## src/rtl/led_scan_ctrl_if.sv

```systemverilog
// rtl/led_scan_ctrl_if.sv - mux/anode bundle between the duty mux, scan controller and LED drivers
interface led_scan_ctrl_if;
  logic       enable;
  logic [3:0] duty_sel;
  logic [1:0] select;
  logic [3:0] an;
  logic       pwm_out;
  logic       frame_tick;

  modport master (
    output enable, duty_sel,
    input  select, an, pwm_out, frame_tick
  );

  modport slave (
    input  enable, duty_sel,
    output select, an, pwm_out, frame_tick
  );
endinterface

```

## src/rtl/led_scan_ctrl.sv

```systemverilog
// rtl/led_scan_ctrl.sv - four-channel LED scan sequencer sharing one PWM comparator
module led_scan_ctrl #(
  parameter int TICK_DIV = 4
) (
  input  logic           clk,
  input  logic           reset,
  led_scan_ctrl_if.slave bus
);

  localparam int PW = (TICK_DIV > 1) ? $clog2(TICK_DIV) : 1;
  localparam logic [PW-1:0] PRESC_MAX = PW'(TICK_DIV - 1);

  typedef enum logic [1:0] {IDLE, LOAD, RUN} state_t;

  state_t        r_state, w_state_nxt;
  logic [1:0]    r_slot, w_slot_nxt;
  logic [PW-1:0] r_presc, w_presc_nxt;
  logic [3:0]    r_pwm_cnt, w_pwm_cnt_nxt;
  logic [3:0]    r_duty_q, w_duty_q_nxt;
  logic [3:0]    r_an, w_an_nxt;
  logic          r_pwm_out, r_frame_tick;
  logic          w_frame_nxt, w_lit, w_step;

  always_comb begin
    w_state_nxt   = r_state;
    w_slot_nxt    = r_slot;
    w_presc_nxt   = r_presc;
    w_pwm_cnt_nxt = r_pwm_cnt;
    w_duty_q_nxt  = r_duty_q;
    w_frame_nxt   = 1'b0;
    w_step        = (r_presc == PRESC_MAX);
    w_lit         = (r_state == RUN) && (r_pwm_cnt < r_duty_q);
    w_an_nxt      = w_lit ? ~(4'b0001 << r_slot) : 4'b1111;

    case (r_state)
      IDLE: begin
        w_presc_nxt   = '0;
        w_pwm_cnt_nxt = 4'd0;
        w_slot_nxt    = 2'd0;
        if (bus.enable) w_state_nxt = LOAD;
      end
      LOAD: begin
        // select has been stable a full cycle, so the mux output is settled here
        w_duty_q_nxt  = bus.duty_sel;
        w_presc_nxt   = '0;
        w_pwm_cnt_nxt = 4'd0;
        w_state_nxt   = RUN;
      end
      RUN: begin
        if (w_step) begin
          w_presc_nxt = '0;
          if (r_pwm_cnt == 4'd14) begin
            w_pwm_cnt_nxt = 4'd0;
            w_slot_nxt    = r_slot + 2'd1;
            w_state_nxt   = LOAD;
            w_frame_nxt   = (r_slot == 2'd3);
          end else begin
            w_pwm_cnt_nxt = r_pwm_cnt + 4'd1;
          end
        end else begin
          w_presc_nxt = r_presc + 1'b1;
        end
      end
      default: w_state_nxt = IDLE;
    endcase

    // Disable parks everything so a re-enable always restarts at slot 0
    if (!bus.enable) begin
      w_state_nxt   = IDLE;
      w_slot_nxt    = 2'd0;
      w_presc_nxt   = '0;
      w_pwm_cnt_nxt = 4'd0;
      w_frame_nxt   = 1'b0;
    end
  end

  always_ff @(posedge clk) begin
    if (reset) begin
      r_state      <= IDLE;
      r_slot       <= 2'd0;
      r_presc      <= '0;
      r_pwm_cnt    <= 4'd0;
      r_duty_q     <= 4'd0;
      r_an         <= 4'b1111;
      r_pwm_out    <= 1'b0;
      r_frame_tick <= 1'b0;
    end else begin
      r_state      <= w_state_nxt;
      r_slot       <= w_slot_nxt;
      r_presc      <= w_presc_nxt;
      r_pwm_cnt    <= w_pwm_cnt_nxt;
      r_duty_q     <= w_duty_q_nxt;
      r_an         <= w_an_nxt;
      r_pwm_out    <= w_lit;
      r_frame_tick <= w_frame_nxt;
    end
  end

  assign bus.select     = r_slot;
  assign bus.an         = r_an;
  assign bus.pwm_out    = r_pwm_out;
  assign bus.frame_tick = r_frame_tick;

endmodule
```

## src/flat_wrapper.sv

```systemverilog
// flat-port wrapper written by rule: the top's interface ports become plain ports
module led_scan_ctrl_flat 
#(
  parameter int TICK_DIV = 4
)
  (clk, reset, bus_enable, bus_duty_sel, bus_select, bus_an, bus_pwm_out, bus_frame_tick);
  led_scan_ctrl_if bus_i ();
  input  logic clk;
  input  logic reset;
  input wire logic [$bits(bus_i.enable)-1:0] bus_enable;
  input wire logic [$bits(bus_i.duty_sel)-1:0] bus_duty_sel;
  output wire logic [$bits(bus_i.select)-1:0] bus_select;
  output wire logic [$bits(bus_i.an)-1:0] bus_an;
  output wire logic [$bits(bus_i.pwm_out)-1:0] bus_pwm_out;
  output wire logic [$bits(bus_i.frame_tick)-1:0] bus_frame_tick;
  assign bus_i.enable = bus_enable;
  assign bus_i.duty_sel = bus_duty_sel;
  assign bus_select = bus_i.select;
  assign bus_an = bus_i.an;
  assign bus_pwm_out = bus_i.pwm_out;
  assign bus_frame_tick = bus_i.frame_tick;
  led_scan_ctrl #(.TICK_DIV(TICK_DIV)) u_core (.clk(clk), .reset(reset), .bus(bus_i));
endmodule
```

## config.mk

```make
export PLATFORM = sky130hd
export DESIGN_NAME = led_scan_ctrl_flat
export DESIGN_NICKNAME = d
export VERILOG_FILES = /design/src/rtl/led_scan_ctrl_if.sv /design/src/rtl/led_scan_ctrl.sv /design/src/flat_wrapper.sv
export SDC_FILE = /design/constraint.sdc
export NUM_CORES = 1
export LEC_CHECK = 0
export ABC_AREA = 1
export CORE_MARGIN = 8
export CORE_UTILIZATION = 46
export DETAILED_ROUTE_END_ITERATION = 8
export GPL_ROUTABILITY_DRIVEN = 0
export PLACE_DENSITY = 0.8
export SKIP_LAST_GASP = 1
export SYNTH_ARGS = -nofsm -noshare
export SYNTH_HDL_FRONTEND = slang
export SYNTH_SLANG_ARGS = --single-unit
export TNS_END_PERCENT = 30
```

## constraint.sdc

```tcl
create_clock -name clk -period 1.2 [get_ports clk]
set_clock_uncertainty 0.15 [all_clocks]
set_input_delay 0.18 -clock clk [delete_from_list [all_inputs] [get_ports clk]]
set_output_delay 0.18 -clock clk [all_outputs]
set_load 0.01 [all_outputs]
```

-- Word level (Yosys, flattened, before mapping)
Cells that the tools add are included.
W data, S select, Z words.
- equal/unequal tests: 7
- shifts and indexed selects: 1
- bitwise operators: 6
- add/subtract/negate cells: 3
- multiplexer cells: 11
- reductions and logical operators: 11
- magnitude comparators: 1
- operators by type and width (operator ; number):
    $mux W2 ; 5
    $mux W4 ; 2
    $pmux W2 S2 ; 2
    $pmux W4 S2 ; 1
    $eq A2 B2 Y1 const B ; 3
    $pmux W2 S3 ; 1
    $reduce_or A2 Y1 ; 3
    $not A1 Y1 ; 5
    $reduce_or A5 Y1 ; 1
    $add A2 B1 Y2 const B ; 2
    $add A4 B1 Y4 const B ; 1
    $eq A4 B4 Y1 const B ; 1
    $lt A4 B4 Y1 ; 1
    $not A4 Y4 ; 1
    $reduce_and A2 Y1 ; 2
    $reduce_bool A2 Y1 ; 2
    $shl A1 B2 Y4 const A ; 1
    $reduce_and A3 Y1 ; 1
    $eq A2 B1 Y1 const B ; 1
    $logic_not A2 Y1 ; 1
    $ne A2 B1 Y1 const B ; 1
    $ne A2 B2 Y1 const B ; 1
    $logic_and A1 B1 Y1 ; 1
- output and inout port bits: 8
- bits of input ports: 7
- logic and storage cells: 48
- bits in registers: 20

-- Longest topological paths before layout
Gate-level depths: netlist of the first run.
- depth after elaboration: 4
- depth in mapped cells: 8
- gate-level depth less buffers: 8

-- Worst setup path before layout of the first run
Ideal clock, no wire load.
- path type: reg-to-reg
- from: reg u_core.r_presc[0]
- to: reg u_core.r_pwm_cnt[3]
- path slack: -0.120 ns
- period minus slack after synthesis: 1.320 ns
- setup time: 0.114 ns
- cell stages (with the launch flop): 7
- data arrival time: 1.057 ns
- path buffers: 0
- required time: 0.936 ns
- cells stage by stage: dfxtp_1 > ha_1 > inv_1 > o21ai_1 > nand2_1 > nand2_1 > nor2_1
- cells in the longest elaborated chain, start to end: 3
- RTL lines (item ; line ; source):
    start: declaration ; led_scan_ctrl.sv:17 ; logic [PW-1:0] r_presc, w_presc_nxt;
    start signal: assignment ; led_scan_ctrl.sv:90 ; r_presc <= w_presc_nxt;
    $eq A2 B2 Y1 ; led_scan_ctrl.sv:31 ; w_step = (r_presc == PRESC_MAX);
    $ne A2 B1 Y1 (no source line) ; n/a ;
    $reduce_and A2 Y1 (no source line) ; n/a ;
    end signal: assignment ; led_scan_ctrl.sv:91 ; r_pwm_cnt <= w_pwm_cnt_nxt;
    end: declaration ; led_scan_ctrl.sv:18 ; logic [3:0] r_pwm_cnt, w_pwm_cnt_nxt;
Every way passes these cells.
A chain may end at the register's enable or synchronous reset.

-- Worst setup path in the final report of the first run
- from: reg u_core.r_state[1]
- to: reg u_core.r_an[0] (netlist: u_core.bus.an[0])
- cells in the longest elaborated chain, start to end: 4
- RTL lines (item ; line ; source):
    start: declaration ; led_scan_ctrl.sv:15 ; state_t r_state, w_state_nxt;
    start signal: assignment ; led_scan_ctrl.sv:88 ; r_state <= w_state_nxt;
    $eq A2 B2 Y1 ; led_scan_ctrl.sv:32 ; w_lit = (r_state == RUN) && (r_pwm_cnt < r_duty_q);
    $logic_and A1 B1 Y1 ; led_scan_ctrl.sv:32 ;
    $not A1 Y1 (no source line) ; n/a ;
    $reduce_or A2 Y1 (no source line) ; n/a ;
    end signal: assignment ; led_scan_ctrl.sv:93 ; r_an <= w_an_nxt;
    end: declaration ; led_scan_ctrl.sv:20 ; logic [3:0] r_an, w_an_nxt;
Every way passes these cells.

==> metrics.md, run 1 <==
| Metric | Value |
|---|---|
| Clock latency at the later pin of the worst-skew pair | `0.29 ns` |
| Synth warn | `0` |
| Final slew viol count | `0` |
| GRT overflow | `0` |
| Core Util, Final | `0.727` |
| Worst hold slack | `0.315 ns` |
| Detailed Place HPWL | `1690 um` |
| Worst IR Drop VDD | `685 uV` |
| DR vias/cell | `4.81` |
| Final Instance Area | `1400 um2` |
| CTS H-Tree Depth | `1` |
| WL final | `2330 um` |
| Initial core utilization | `0.482` |
| Core Area | `1920 um2` |
| First-pass GRT wire length | `3680 um` |
| Non-Filler Instances | `182` |
| Die area | `3710 um2` |
| Routed Antenna Nets | `0` |
| Mapped Cells | `118` |
| Critical Path RT | `1.24 ns` |
| Ratio of cells with drive above 1 in the final layout | `0.406` |
| Dpl ws | `-0.201 ns` |
| Die H | `60.9 um` |
| Clk sinks | `20` |
| Total power draw | `1.21 mW` |
| Wire per inst | `12.8 um` |
| Hold crit path type | `flop to flop` |
| Leakage | `0.600 nW` |
| DP Area | `1240 um2` |
| Tightest Pin Transition | `0.294 ns` |
| Sequential area share after synthesis | `0.432` |
| Die width | `60.9 um` |
| Failing checks | `negative setup slack` |
| Flops & latches, synth | `20` |
| Synthesis-to-layout area growth | `50.7%` |
| CP Max Fanout | `4` |
| CTS Buffer Depth | `2` |
| Vias in the first global route | `849` |
| Final setup vio count | `16` |
| Crit path kind | `flop to flop` |
| Vias | `875` |
| TritonRoute pass-1 iters | `4` |
| CTS root buffer | `clkbuf_4` |
| Layout fillers | `149` |
| Number of buffers added on ports | `14` |
| MaxCap Viol Count | `0` |
| Pwr dens | `863 nW/um2` |
| Synthesized area per cell | `7.86 um2` |
| Nets@finish | `174` |
| Cell variety after synth | `15` |
| Initial antenna violation count | `0` |
| Ports | `15` |
| CTS tree | `built` |
| Total CTS buffers | `3` |
| FP Rows | `16` |
| Cts hold-fix bufs | `0` |
| Violation count after the first detailed-route iteration | `12` |
| Fin. Hold Viols | `0` |
| Min cycle time layout | `1.29 ns` |
| Synth Net Count | `135` |
| Syn Std Cell Area | `927 um2` |
| Peak Freq | `775 MHz` |
| Period Utilization, post-route | `1.08` |
| Sum Neg Setup Slack | `-0.920 ns` |
| Residual DRC | `0` |
| Worst-path clk slew | `0.10 ns` |
| CP Launch Type | `flop` |
| RSZ-0062 raised after global routing | `true` |
| Crit end category | `flop` |
| Placed cells | `174` |
| Final worst setup slack | `-0.0903 ns` |
| Slew headroom | `0.804` |
| # diodes | `0` |
| GRT Resource Usage Total | `0.134` |
| Status | `finished, violations left` |
| Worst EP arrival | `1.33 ns` |
| Pin count of the biggest net entering global routing | `11` |
-- layer usage --
layer,GRT usage,vias to the layer above,wire [um]
li1,-,456,-
met1,0.147,401,970
met2,0.238,14,1240
met3,0.0360,4,104
met4,0.0498,0,22
met5,0,-,0
-- synthesized netlist by cell type --
library cell | instances | share of area
a21oi_1 | 7 | 0.038
nor2_1 | 13 | 0.053
nand4_1 | 1 | 0.0068
inv_1 | 18 | 0.073
a21boi_2 | 1 | 0.012
nand2_1 | 27 | 0.11
dfxtp_1 | 20 | 0.43
nor3b_4 | 1 | 0.020
o21ai_0 | 2 | 0.011
a211oi_1 | 3 | 0.024
inv_2 | 1 | 0.0040
nand3_1 | 12 | 0.065
nor2_4 | 1 | 0.012
ha_1 | 10 | 0.13
o21ai_1 | 1 | 0.0054
-- report_power, final --
group	switching, mW	internal, mW
Combinational	0.106	0.0968
Sequential	0.0113	0.680
Clock	0.195	0.117
Total	0.312	0.893
-- layout make-up --
type / instances / area (um2) / area share
inverter: 19 / 71.3 / 0.0510
tap: 27 / 33.8 / 0.0242
timing repair buffer: 34 / 278 / 0.199
multi-input combinational: 79 / 579 / 0.415
clock buffer: 3 / 22.5 / 0.0161
sequential: 20 / 413 / 0.295
-- timing repair --
action,CTS,global route
endpoints found under the hold margin,0,0
buffers inserted,4,1
setup endpoints to repair,22,25
pin swaps,6,9
gates resized for setup,26,21
-- flip-flops by register name (all words and copies together) (netlist names) --
register               cells
u_core.bus.an              4
u_core.bus.select          2
u_core.r_state             2
u_core.r_duty_q            4
u_core.r_presc             2
u_core.bus.frame_tick      1
u_core.r_pwm_cnt           4
u_core.bus.pwm_out         1
-- final timing paths --
check	startpoint	endpoint	slack, ns	cells past startpoint
min	u_core.r_duty_q[0]$_SDFFE_PP0N_	u_core.r_duty_q[0]$_SDFFE_PP0N_	0.32	2
min reg2reg	u_core.r_duty_q[0]$_SDFFE_PP0N_	u_core.r_duty_q[0]$_SDFFE_PP0N_	0.32	2
max reg2reg	u_core.r_state[1]$_SDFFE_PP0P_	u_core.bus.an[0]$_SDFF_PP1_	-0.09	5
max	u_core.r_state[1]$_SDFFE_PP0P_	u_core.bus.an[0]$_SDFF_PP1_	-0.09	5
-- worst max-delay path, stage by stage (launching register included) --
cell and delay (ns):
dfxtp_1 0.36, inv_2 0.07, nor2_4 0.14, nor3b_4 0.22
buf_4 0.17, nand3_2 0.08
-- cell families after synthesis --
kind of cell    Yosys count  share of synthesized area
compound gates           14                     0.0904
buf+inv                  19                     0.0769
simple gates             55                      0.266
fa+ha+maj                10                      0.135
flops                    20                      0.432
-- cell usage in the layout, fill, tap and decap left out, types with 2 or more instances in the layout --
| cell type | instances |
|---|---|
| a211oi_1 | 2 |
| a21oi_1 | 5 |
| a21oi_2 | 2 |
| buf_2 | 2 |
| buf_4 | 20 |
| clkbuf_4 | 3 |
| clkdlybuf4s15_1 | 2 |
| clkdlybuf4s50_1 | 6 |
| dfxtp_1 | 12 |
| dfxtp_2 | 7 |
| dlygate4sd2_1 | 3 |
| ha_1 | 6 |
| ha_2 | 3 |
| inv_1 | 15 |
| inv_2 | 4 |
| nand2_1 | 22 |
| nand2_2 | 3 |
| nand2_4 | 2 |
| nand3_1 | 4 |
| nand3_2 | 6 |
| nand3_4 | 2 |
| nor2_1 | 12 |
| o21ai_0 | 2 |
No activity file was read; power rests on OpenSTA's default activity.
==> run 2: changes to the inputs <==
- MAX_ROUTING_LAYER: default -> met4
==> metrics.md, run 2 (synthesis gave the netlist of run 1 again) <==
| Metric | Value |
|---|---|
| Worst Reg-to-Reg Cells | `5` |
| Pwr dens | `866 nW/um2` |
| Initial antenna violation count | `0` |
| Core Util, Final | `0.727` |
| CP Max Fanout | `4` |
| Sum Neg Setup Slack | `-0.954 ns` |
| CTS tree | `built` |
| Core Area | `1920 um2` |
| Final worst setup slack | `-0.0920 ns` |
| Violation count after the first detailed-route iteration | `15` |
| RSZ-0062 raised after global routing | `true` |
| Final slew viol count | `0` |
| Failing checks | `negative setup slack` |
| Pin count of the biggest net entering global routing | `11` |
| Critical Path RT | `1.25 ns` |
| Crit path kind | `flop to flop` |
| # diodes | `0` |
| Slew headroom | `0.807` |
| Hold path depth | `3` |
| Comb power frac | `0.168` |
| Die width | `60.9 um` |
| Layout fillers | `149` |
| First-pass GRT wire length | `3680 um` |
| GRT Resource Usage Total | `0.136` |
| Multi-input gate area | `579 um2` |
| Sw Ratio | `0.262` |
| Nets@finish | `174` |
| Leakage | `0.600 nW` |
| CTS H-Tree Depth | `1` |
| Hold crit path type | `input pin to flop` |
| Wire per inst | `12.9 um` |
| Fin. Hold Viols | `0` |
| Number of buffers added on ports | `14` |
| Status | `finished, violations left` |
| Die area | `3710 um2` |
| Worst IR Drop VDD | `681 uV` |
| MaxCap Viol Count | `0` |
| Routed Antenna Nets | `0` |
| FP Rows | `16` |
| Clock latency at the later pin of the worst-skew pair | `0.30 ns` |
| Tightest Pin Transition | `0.288 ns` |
| Commonest non-fill, non-tap cell in the layout | `nand2_1` |
| CTS root buffer | `clkbuf_4` |
| Ports | `15` |
| Peak Freq | `774 MHz` |
| CP Launch Type | `flop` |
| Vias in the first global route | `852` |
| WL final | `2340 um` |
| Period Utilization, post-route | `1.08` |
| Clk sinks | `20` |
| Total power draw | `1.21 mW` |
| Die H | `60.9 um` |
| GRT overflow | `0` |
| Worst-path clk slew | `0.10 ns` |
| CTS Buffer Depth | `2` |
| Most frequent cells in the layout | `nand2_1, buf_4, inv_1, nor2_1, dfxtp_1` |
| Synthesis-to-layout area growth | `50.7%` |
| Clock power frac | `0.262` |
| Register share of total power | `0.571` |
| Initial core utilization | `0.482` |
| Final setup vio count | `16` |
| DR vias/cell | `4.80` |
| Total CTS buffers | `3` |
| P_int | `0.894 mW` |
| Worst EP arrival | `1.34 ns` |
| Crit end category | `flop` |
| Residual DRC | `0` |
| Ratio of cells with drive above 1 in the final layout | `0.406` |
| NetSw | `0.317 mW` |
| Reg area | `413 um2` |
| Min cycle time layout | `1.29 ns` |
| Vias | `873` |
| TritonRoute pass-1 iters | `4` |
| Detailed Place HPWL | `1690 um` |
==> run 2: cell counts in the layout (fill, tap and decap cells not counted) <==
No cell type changed its count.
==> run 2: worst paths after layout <==
path | slack (ns) | startpoint | endpoint
setup reg to reg | -0.09 | u_core.r_state[1]$_SDFFE_PP0P_ | u_core.bus.an[0]$_SDFF_PP1_
setup / recovery | -0.09 | u_core.r_state[1]$_SDFFE_PP0P_ | u_core.bus.an[0]$_SDFF_PP1_
hold / removal | 0.31 | bus_duty_sel[2] | u_core.r_duty_q[2]$_SDFFE_PP0N_
hold reg to reg | 0.32 | u_core.r_duty_q[0]$_SDFFE_PP0N_ | u_core.r_duty_q[0]$_SDFFE_PP0N_
==> run 2: layout make-up <==
class	instances	share of cell area
clock buffers	3	0.0161
inverters	19	0.0510
repair buffers	34	0.199
well taps	27	0.0242
multi-input cells	79	0.415
flip-flops and latches	20	0.295
==> run 2: per-stage QoR <==
| step | cell area (um2) | setup WS, ns | std cells | hold WS (ns) |
|---|---|---|---|---|
| final | 1400 | -0.0920 | 182 | 0.310 |
| after global routing | 1400 | -0.167 | 182 | 0.338 |
| after CTS | 1310 | -0.119 | 181 | 0.306 |
| after detailed placement | 1240 | -0.201 | 174 | 0.301 |
| after global placement | 1240 | -0.166 | 174 | 0.298 |
| after floorplan | 956 | -0.0228 | 118 | 0.0991 |
==> run 2: critical path: stages, from the launching register on <==
cell	delay [ns]
dfxtp_1	0.36
inv_2	0.07
nor2_4	0.14
nor3b_4	0.22
buf_4	0.17
nand3_2	0.08
==> run 2: routing by layer <==
layer  vias up  part of all wire  track usage
li1        457                 -            -
met1       398              0.41        0.147
met2        13              0.53        0.238
met3         5             0.046       0.0297
met4         0             0.013       0.0498
met5         -                 0            -
==> run 2: repair_timing <==
action	CTS	global route
setup buffers	4	1
endpoints found under the setup margin	22	25
hold buffers	0	0
gates resized for setup	26	21
pin swaps	6	9
==> run 2: power groups by stage <==
stage	Combinational [mW]	Sequential [mW]	Clock, mW
6_report	0.203	0.691	0.317
5_1_grt	0.221	0.693	0.341
4_1_cts	0.180	0.691	0.317
3_5_place_dp	0.153	0.706	0
3_3_place_gp	0.148	0.706	0
2_1_floorplan	0.0843	0.707	0
==> run 3: changes to the inputs <==
- CTS_CLUSTER_SIZE: default -> 14
==> results of run 3 <==
Same layout as run 2: the final DEF is identical, and so are final timing and power.
